## config.mk

```make
export PLATFORM = sky130hd
export DESIGN_NAME = assoc_cache_flat
export DESIGN_NICKNAME = d
export VERILOG_FILES = /design/src/rtl/assoc_cache_if.sv /design/src/rtl/assoc_cache.sv /design/src/flat_wrapper.sv
export SDC_FILE = /design/constraint.sdc
export NUM_CORES = 2
export LEC_CHECK = 0
export BUFFER_PORTS_ARGS = -buffer_cell sky130_fd_sc_hd__buf_2
export CORE_AREA = 2 2 515 517
export DETAILED_ROUTE_END_ITERATION = 16
export DIE_AREA = 0 0 517 519
export PLACE_DENSITY = 0.75
export SETUP_SLACK_MARGIN = 0.4
export SYNTH_ARGS = -nofsm -noshare
export SYNTH_HDL_FRONTEND = slang
export SYNTH_SLANG_ARGS = --single-unit
```

## constraint.sdc

```tcl
create_clock -name clk_i -period 10.43 [get_ports clk_i]
set_input_delay 2.086 -clock clk_i [delete_from_list [all_inputs] [get_ports clk_i]]
set_output_delay 2.086 -clock clk_i [all_outputs]
set_load 0.005 [all_outputs]
```

## src/rtl/assoc_cache_if.sv

```systemverilog
// CPU-side and memory-side bus of the set-associative cache.
// slave = cache view, master = core/memory view.
interface assoc_cache_if #(
  parameter int WIDTH = 32
);
  logic             cpu_req_i;
  logic             cpu_we_i;
  logic [WIDTH-1:0] cpu_addr_i;
  logic [WIDTH-1:0] cpu_wdata_i;
  logic [WIDTH-1:0] cpu_rdata_o;
  logic             cpu_stall_o;
  logic             hit_o;
  logic             mem_req_o;
  logic             mem_we_o;
  logic [WIDTH-1:0] mem_addr_o;
  logic [WIDTH-1:0] mem_wdata_o;
  logic [WIDTH-1:0] mem_rdata_i;
  logic             mem_ack_i;

  modport slave (
    input  cpu_req_i, cpu_we_i, cpu_addr_i, cpu_wdata_i, mem_rdata_i, mem_ack_i,
    output cpu_rdata_o, cpu_stall_o, hit_o, mem_req_o, mem_we_o, mem_addr_o, mem_wdata_o
  );

  modport master (
    output cpu_req_i, cpu_we_i, cpu_addr_i, cpu_wdata_i, mem_rdata_i, mem_ack_i,
    input  cpu_rdata_o, cpu_stall_o, hit_o, mem_req_o, mem_we_o, mem_addr_o, mem_wdata_o
  );
endinterface

```

## src/rtl/assoc_cache.sv

```systemverilog
// Set-associative write-through / no-write-allocate cache with age-based replacement.
// Define ASSOC_CACHE_STATS_EN to add saturating hit/miss counter outputs.
module assoc_cache #(
  parameter int WIDTH    = 32,
  parameter int SET_BITS = 4,
  parameter int WAYS     = 4
) (
  input  logic        clk_i,
  input  logic        rst_ni,
  input  logic        flush_i,
  assoc_cache_if.slave bus
`ifdef ASSOC_CACHE_STATS_EN
  ,
  output logic [31:0] hit_cnt_o,
  output logic [31:0] miss_cnt_o
`endif
);

  localparam int TAG_BITS = WIDTH - SET_BITS - 2;
  localparam int SETS     = 1 << SET_BITS;
  localparam int AGE_BITS = $clog2(WAYS);

  typedef enum logic [1:0] {IDLE, FILL, WRITE} state_e;

  state_e state_q, state_d;

  logic [WAYS-1:0]     valid_q [SETS];
  logic [AGE_BITS-1:0] age_q   [SETS][WAYS];
  logic [TAG_BITS-1:0] tag_q   [SETS][WAYS];
  logic [WIDTH-1:0]    data_q  [SETS][WAYS];

  logic [SET_BITS-1:0] idx;
  logic [TAG_BITS-1:0] tag;
  logic                unused_addr;
  logic [WAYS-1:0]     hit_vec;
  logic [AGE_BITS-1:0] hit_way, victim_way, upd_way;
  logic [AGE_BITS-1:0] age_new [WAYS];
  logic                idle_hit, stall, fill_we, wr_hit_we, age_upd, flush_clr;

  assign idx         = bus.cpu_addr_i[SET_BITS+1:2];
  assign tag         = bus.cpu_addr_i[WIDTH-1:SET_BITS+2];
  assign unused_addr = ^bus.cpu_addr_i[1:0];

  always_comb begin
    hit_vec = '0;
    hit_way = '0;
    for (int w = 0; w < WAYS; w++)
      hit_vec[w] = valid_q[idx][w] && (tag_q[idx][w] == tag);
    for (int w = WAYS - 1; w >= 0; w--)
      if (hit_vec[w]) hit_way = AGE_BITS'(w);
  end

  // Lowest invalid way wins; otherwise the way whose age is zero.
  always_comb begin
    victim_way = '0;
    for (int w = WAYS - 1; w >= 0; w--)
      if (age_q[idx][w] == '0) victim_way = AGE_BITS'(w);
    for (int w = WAYS - 1; w >= 0; w--)
      if (!valid_q[idx][w]) victim_way = AGE_BITS'(w);
  end

  assign bus.hit_o       = bus.cpu_req_i && (|hit_vec);
  assign idle_hit        = bus.hit_o && !flush_i;
  assign bus.cpu_stall_o = stall && rst_ni;
  assign bus.mem_addr_o  = bus.cpu_addr_i;
  assign bus.mem_wdata_o = bus.cpu_wdata_i;

  always_comb begin
    state_d         = state_q;
    stall           = 1'b0;
    bus.cpu_rdata_o = '0;
    bus.mem_req_o   = 1'b0;
    bus.mem_we_o    = 1'b0;
    fill_we         = 1'b0;
    wr_hit_we       = 1'b0;
    age_upd         = 1'b0;
    upd_way         = hit_way;
    flush_clr       = 1'b0;
    case (state_q)
      IDLE: begin
        flush_clr = flush_i;
        if (bus.cpu_req_i) begin
          if (bus.cpu_we_i) begin
            stall   = 1'b1;
            state_d = WRITE;
          end else if (idle_hit) begin
            bus.cpu_rdata_o = data_q[idx][hit_way];
            age_upd         = 1'b1;
          end else begin
            stall   = 1'b1;
            state_d = FILL;
          end
        end
      end
      FILL: begin
        bus.mem_req_o = 1'b1;
        stall         = !bus.mem_ack_i;
        if (bus.mem_ack_i) begin
          bus.cpu_rdata_o = bus.mem_rdata_i;
          fill_we         = 1'b1;
          age_upd         = 1'b1;
          upd_way         = victim_way;
          state_d         = IDLE;
        end
      end
      WRITE: begin
        bus.mem_req_o = 1'b1;
        bus.mem_we_o  = 1'b1;
        stall         = !bus.mem_ack_i;
        if (bus.mem_ack_i) begin
          wr_hit_we = bus.hit_o;
          age_upd   = bus.hit_o;
          state_d   = IDLE;
        end
      end
      default: state_d = IDLE;
    endcase
  end

  // Touched way becomes youngest; ways younger than it shift down by one.
  always_comb begin
    for (int w = 0; w < WAYS; w++) begin
      age_new[w] = age_q[idx][w];
      if (AGE_BITS'(w) == upd_way)
        age_new[w] = AGE_BITS'(WAYS - 1);
      else if (age_q[idx][w] > age_q[idx][upd_way])
        age_new[w] = age_q[idx][w] - 1'b1;
    end
  end

  always_ff @(posedge clk_i or negedge rst_ni) begin
    if (!rst_ni) begin
      state_q <= IDLE;
      for (int s = 0; s < SETS; s++) begin
        valid_q[s] <= '0;
        for (int w = 0; w < WAYS; w++) age_q[s][w] <= AGE_BITS'(w);
      end
    end else begin
      state_q <= state_d;
      if (flush_clr)
        for (int s = 0; s < SETS; s++) valid_q[s] <= '0;
      if (fill_we) valid_q[idx][victim_way] <= 1'b1;
      if (age_upd)
        for (int w = 0; w < WAYS; w++) age_q[idx][w] <= age_new[w];
    end
  end

  always_ff @(posedge clk_i) begin
    if (fill_we) begin
      tag_q[idx][victim_way]  <= tag;
      data_q[idx][victim_way] <= bus.mem_rdata_i;
    end
    if (wr_hit_we) data_q[idx][hit_way] <= bus.cpu_wdata_i;
  end

`ifdef ASSOC_CACHE_STATS_EN
  logic stat_hit, stat_miss;

  assign stat_hit  = (state_q == IDLE && bus.cpu_req_i && !bus.cpu_we_i && idle_hit) || wr_hit_we;
  assign stat_miss = state_q == IDLE && bus.cpu_req_i && !idle_hit;

  always_ff @(posedge clk_i or negedge rst_ni) begin
    if (!rst_ni) begin
      hit_cnt_o  <= '0;
      miss_cnt_o <= '0;
    end else begin
      if (stat_hit && hit_cnt_o != '1) hit_cnt_o <= hit_cnt_o + 1'b1;
      if (stat_miss && miss_cnt_o != '1) miss_cnt_o <= miss_cnt_o + 1'b1;
    end
  end
`endif

endmodule

```

## src/flat_wrapper.sv

```systemverilog
// flat-port wrapper written by rule: the top's interface ports become plain ports
module assoc_cache_flat 
#(
  parameter int WIDTH    = 32,
  parameter int SET_BITS = 4,
  parameter int WAYS     = 4
)
  (clk_i, rst_ni, flush_i, bus_cpu_req_i, bus_cpu_we_i, bus_cpu_addr_i, bus_cpu_wdata_i, bus_mem_rdata_i, bus_mem_ack_i, bus_cpu_rdata_o, bus_cpu_stall_o, bus_hit_o, bus_mem_req_o, bus_mem_we_o, bus_mem_addr_o, bus_mem_wdata_o);
  assoc_cache_if #(.WIDTH(WIDTH)) bus_i ();
  input  logic clk_i;
  input  logic rst_ni;
  input  logic flush_i;
  input wire logic [$bits(bus_i.cpu_req_i)-1:0] bus_cpu_req_i;
  input wire logic [$bits(bus_i.cpu_we_i)-1:0] bus_cpu_we_i;
  input wire logic [$bits(bus_i.cpu_addr_i)-1:0] bus_cpu_addr_i;
  input wire logic [$bits(bus_i.cpu_wdata_i)-1:0] bus_cpu_wdata_i;
  input wire logic [$bits(bus_i.mem_rdata_i)-1:0] bus_mem_rdata_i;
  input wire logic [$bits(bus_i.mem_ack_i)-1:0] bus_mem_ack_i;
  output wire logic [$bits(bus_i.cpu_rdata_o)-1:0] bus_cpu_rdata_o;
  output wire logic [$bits(bus_i.cpu_stall_o)-1:0] bus_cpu_stall_o;
  output wire logic [$bits(bus_i.hit_o)-1:0] bus_hit_o;
  output wire logic [$bits(bus_i.mem_req_o)-1:0] bus_mem_req_o;
  output wire logic [$bits(bus_i.mem_we_o)-1:0] bus_mem_we_o;
  output wire logic [$bits(bus_i.mem_addr_o)-1:0] bus_mem_addr_o;
  output wire logic [$bits(bus_i.mem_wdata_o)-1:0] bus_mem_wdata_o;
  assign bus_i.cpu_req_i = bus_cpu_req_i;
  assign bus_i.cpu_we_i = bus_cpu_we_i;
  assign bus_i.cpu_addr_i = bus_cpu_addr_i;
  assign bus_i.cpu_wdata_i = bus_cpu_wdata_i;
  assign bus_i.mem_rdata_i = bus_mem_rdata_i;
  assign bus_i.mem_ack_i = bus_mem_ack_i;
  assign bus_cpu_rdata_o = bus_i.cpu_rdata_o;
  assign bus_cpu_stall_o = bus_i.cpu_stall_o;
  assign bus_hit_o = bus_i.hit_o;
  assign bus_mem_req_o = bus_i.mem_req_o;
  assign bus_mem_we_o = bus_i.mem_we_o;
  assign bus_mem_addr_o = bus_i.mem_addr_o;
  assign bus_mem_wdata_o = bus_i.mem_wdata_o;
  assoc_cache #(.WIDTH(WIDTH), .SET_BITS(SET_BITS), .WAYS(WAYS)) u_core (.clk_i(clk_i), .rst_ni(rst_ni), .flush_i(flush_i), .bus(bus_i));
endmodule
```

==> metrics.json <==
{
  "initial_standard_cell_utilization_of_the_core": {"value": 59.56, "unit": "%"},
  "place.detailed.instances": {"value": 10950},
  "dieArea": {"value": 268300, "unit": "µm²"},
  "gp_routability_congestion": {"value": 0.9223},
  "grt_setup_unrepaired": {"value": "yes"},
  "grt_antenna_before_repair": {"value": 27},
  "cts_hold_repair.buffers": {"value": 0},
  "final_nets": {"value": 7925},
  "layout-drive-gt1-share": {"value": 31.97, "unit": "%"},
  "result_of_the_run": {"value": "complete, but fails checks"},
  "worstHoldPathCells": {"value": 2},
  "p_int": {"value": 0.02620, "unit": "W"},
  "grt_first_pass_wirelength": {"value": 621.6, "unit": "mm"},
  "core_area": {"value": 263400, "unit": "µm²"},
  "timing.critical_path.arrival": {"value": 7.85, "unit": "ns"},
  "synth_cells": {"value": 7414},
  "port-buffer-count": {"value": 197},
  "timing.critical_path.cells": {"value": "buf_8 > buf_12 > mux2_1 > a221oi_1 > o221ai_1 > o21ai_0 > or3b_1 > nand2b_1 > nor4_4 > nor2_1 > nand2_2 > buf_4 > o22ai_1 > nor3_1 > a22o_1 > buf_2"},
  "synth-async-reset-ratio": {"value": 4.967, "unit": "%"},
  "power.density": {"value": 193.2, "unit": "nW/µm²"},
  "max_freq": {"value": 0.1006, "unit": "GHz"},
  "worst_setup_path_start_kind": {"value": "input port"},
  "reg2reg_depth": {"value": 20},
  "max-cap-violations": {"value": 1},
  "globalRouteTotalUtil": {"value": 33.13, "unit": "%"},
  "fin_crit": {"value": 9.937, "unit": "ns"},
  "grt_max_degree": {"value": 146},
  "synth.area.top_cells": {"value": "sky130_fd_sc_hd__edfxtp_1 (71%), sky130_fd_sc_hd__mux4_2 (14%), sky130_fd_sc_hd__mux2_2 (2.2%)"},
  "tritoncts": {"value": "built"},
  "vias": {"value": 83470},
  "slew-limit-headroom": {"value": 0.1503, "unit": "%"},
  "critical_path.endpoint_type": {"value": "output pin"},
  "failed_checks": {"value": "max-capacitance violations"},
  "dr_pass1_iterations": {"value": 6},
  "fin_setup_tns": {"value": 0, "unit": "ns"},
  "power.sequential.fraction": {"value": 51.7, "unit": "%"},
  "htree_levels": {"value": 5},
  "globalRoute.totalOverflow": {"value": 0},
  "timing.critical_path.slowest_cell_delay": {"value": 0.73, "unit": "ns"},
  "clk_slew_on_worst_s_h_paths": {"value": 0.06, "unit": "ns"},
  "detail_route_antenna_nets": {"value": 0},
  "swShare": {"value": 22.72, "unit": "%"},
  "clock_tree.root_cell": {"value": "sky130_fd_sc_hd__clkbuf_16"},
  "timing.critical_path.fanout_max": {"value": 82},
  "ys_dominant_reg_cell": {"value": "sky130_fd_sc_hd__edfxtp_1"},
  "timing.hold.worst.class": {"value": "reg2reg"},
  "final-instance-count-excl-fill": {"value": 11670},
  "via_count_of_the_first_global_routing_pass": {"value": 82640},
  "cts.sinks": {"value": 3906},
  "wl": {"value": 445.2, "unit": "mm"},
  "clock_latency": {"value": 0.92, "unit": "ns"},
  "worst_setup_path_class": {"value": "in2out"},
  "inserted_clock_buffers": {"value": 389},
  "ctsLongestPathBuffers": {"value": 4},
  "synth_edf_count": {"value": 3712},
  "synth_largest_type_area_fraction": {"value": 71.05, "unit": "%"},
  "preCtsSetupSlack": {"value": 0.5817, "unit": "ns"},
  "power.share.clock": {"value": 40.6, "unit": "%"},
  "yosys_warnings": {"value": 0},
  "post_synthesis_cell_type_with_the_largest_combined_area": {"value": "sky130_fd_sc_hd__edfxtp_1"},
  "mostFrequentLayoutCells": {"value": "sky130_fd_sc_hd__edfxtp_1 (3712), sky130_fd_sc_hd__mux4_2 (1005), sky130_fd_sc_hd__clkbuf_16 (392), sky130_fd_sc_hd__mux2_2 (304)"},
  "worst_clock_skew_on_the_final_layout": {"value": 0.07406, "unit": "ns"},
  "critPathRequiredTime": {"value": 8.34, "unit": "ns"},
  "layout_setup_ws": {"value": 0.4931, "unit": "ns"},
  "comb_power_share": {"value": 7.7, "unit": "%"},
  "tightestPinTransition": {"value": 1.477, "unit": "ns"},
  "total_power": {"value": 0.03391, "unit": "W"},
  "area_delta_synth_final": {"value": 11.84, "unit": "%"},
  "hold_violations": {"value": 0},
  "yosys_register_bits": {"value": 3906},
  "post_cts_resize_count": {"value": 0},
  "placement_rows": {"value": 189},
  "wl_per_cell": {"value": 38.15, "unit": "µm"},
  "synthesis.area_per_instance": {"value": 21.16, "unit": "µm²"},
  "synthesized_nets": {"value": 7528},
  "finalSetupViolCount": {"value": 0},
  "timing.final.crit_share": {"value": 95.27, "unit": "%"},
  "irDropWorstVdd": {"value": 165.8, "unit": "µV"},
  "seq_area_frac_synth": {"value": 74.19, "unit": "%"},
  "worst_path_max_delay_cell": {"value": "sky130_fd_sc_hd__nor4_4"},
  "hpwlAfterDp": {"value": 250.5, "unit": "mm"},
  "syn_std_cell_area": {"value": 156900, "unit": "µm²"},
  "drt_iter0_drcs": {"value": 14030},
  "yosysUniqueCellTypes": {"value": 106},
  "slew_viol_final": {"value": 0},
  "chipHeight": {"value": 519, "unit": "µm"},
  "cellLeakagePower": {"value": 56.99, "unit": "nW"},
  "power.net_switching": {"value": 0.007702, "unit": "W"},
  "detail_route.vias_per_cell": {"value": 7.153},
  "fp.dieW": {"value": 517, "unit": "µm"},
  "ios": {"value": 202},
  "most_frequent_standard_cell_in_the_layout_excluding_fill_and_tap_cells": {"value": "sky130_fd_sc_hd__edfxtp_1"},
  "cts_setup_buffers": {"value": 0},
  "remaining_drc_errors": {"value": 0}
}
[synthesized netlist by cell type (18+ instances only)]
library cell               count
sky130_fd_sc_hd__o31ai_1      26
sky130_fd_sc_hd__dfrtp_1     130
sky130_fd_sc_hd__a22o_1       44
sky130_fd_sc_hd__a21oi_1      44
sky130_fd_sc_hd__clkbuf_1    188
sky130_fd_sc_hd__xnor2_1      92
sky130_fd_sc_hd__nor2_1      267
sky130_fd_sc_hd__mux2_2      304
sky130_fd_sc_hd__o22ai_1      83
sky130_fd_sc_hd__buf_1        37
sky130_fd_sc_hd__edfxtp_1   3712
sky130_fd_sc_hd__nor3_1       52
sky130_fd_sc_hd__a22oi_1      79
sky130_fd_sc_hd__nand3_1      60
sky130_fd_sc_hd__nand2b_1     18
sky130_fd_sc_hd__buf_6        38
sky130_fd_sc_hd__nor2b_1      22
sky130_fd_sc_hd__mux4_2     1005
sky130_fd_sc_hd__dfstp_2      64
sky130_fd_sc_hd__a21o_1       74
sky130_fd_sc_hd__nand4_1      23
sky130_fd_sc_hd__inv_1        24
sky130_fd_sc_hd__o21ai_0      47
sky130_fd_sc_hd__nand2_1     153
sky130_fd_sc_hd__buf_2       106
sky130_fd_sc_hd__mux2i_1     272
sky130_fd_sc_hd__buf_4       106
sky130_fd_sc_hd__a221oi_1     18
[per-layer routing]
layer / vias up / global-route usage (%) / routed length (µm)
li1: 31820 / - / -
met1: 43640 / 44.78 / 153900
met2: 6792 / 50.43 / 207000
met3: 1209 / 9.910 / 60490
met4: 16 / 14.73 / 23720
met5: - / 0 / 119
[cell families after synthesis]
family / share of synthesized area [%]
xor gates and xnor gates: 0.5694
muxes: 18.37
AOI/OAI and AO/OA: 2.810
DFF: 74.19
and+or+nand+nor: 2.128
buffers and inverters: 1.833
adders and majority gates: 0.09570
[critical path, delay by kind of cell]
family          cells  cell delay, ns
compound gates      5            1.22
buf+inv             4            1.48
mux                 1            0.38
simple gates        6            2.33
[area by class of cell]
cell class | count | area (µm²)
Antenna cell | 13 | 32.53
Timing Repair Buffer | 489 | 3527
Sequential cell | 3906 | 116400
Fill cell | 16160 | 87970
Clock buffer | 488 | 10270
Multi-Input combinational cell | 2987 | 38590
Clock inverter | 216 | 2072
Inverter | 38 | 152.6
Tap cell | 3533 | 4420
[stage by stage]
stage | hold slack, ns | util, % | area, µm²
final | 0.4666 | 66.61 | 175500
after global routing | 0.4885 | 66.59 | 175400
after CTS | 0.4696 | 66.59 | 175400
after detailed placement | 0.4611 | 61.91 | 163100
after global placement | 0.4526 | 61.91 | 163100
after floorplan | 0.4444 | - | 156900
[final timing paths]
path	endpoint	start	slack (ns)
min in group asynchronous	u_core.age_q[46]$_DFFE_PN0P_	rst_ni	1.21
max in group asynchronous	u_core.valid_q[56]$_DFF_PN0_	rst_ni	7.13
worst max-delay path	bus_cpu_rdata_o[9]	bus_cpu_addr_i[3]	0.49
worst max register to register	u_core.age_q[88]$_DFFE_PN1P_	u_core.tag_q[11][98]$_DFFE_PP_	3.74
worst min register to register	u_core.age_q[76]$_DFFE_PN1P_	u_core.age_q[76]$_DFFE_PN1P_	0.47
worst min-delay path	u_core.age_q[76]$_DFFE_PN1P_	u_core.age_q[76]$_DFFE_PN1P_	0.47
[registers in the layout, summed over array words and instances, names as in the netlist]
name and cells:
u_core.tag_q 1664, u_core.valid_q 64, u_core.age_q 128, u_core.data_q 2048
u_core.state_q 2
[power groups by stage]
stage	clock network, W	registers (W)	logic [W]
floorplan	0	0.0178	0.00163
global placement	0	0.0178	0.00247
detailed placement	0	0.0179	0.00253
CTS	0.0138	0.0175	0.00256
global route	0.0144	0.0175	0.00273
finish	0.0138	0.0175	0.00261
No activity file was read; power rests on OpenSTA's default activity.
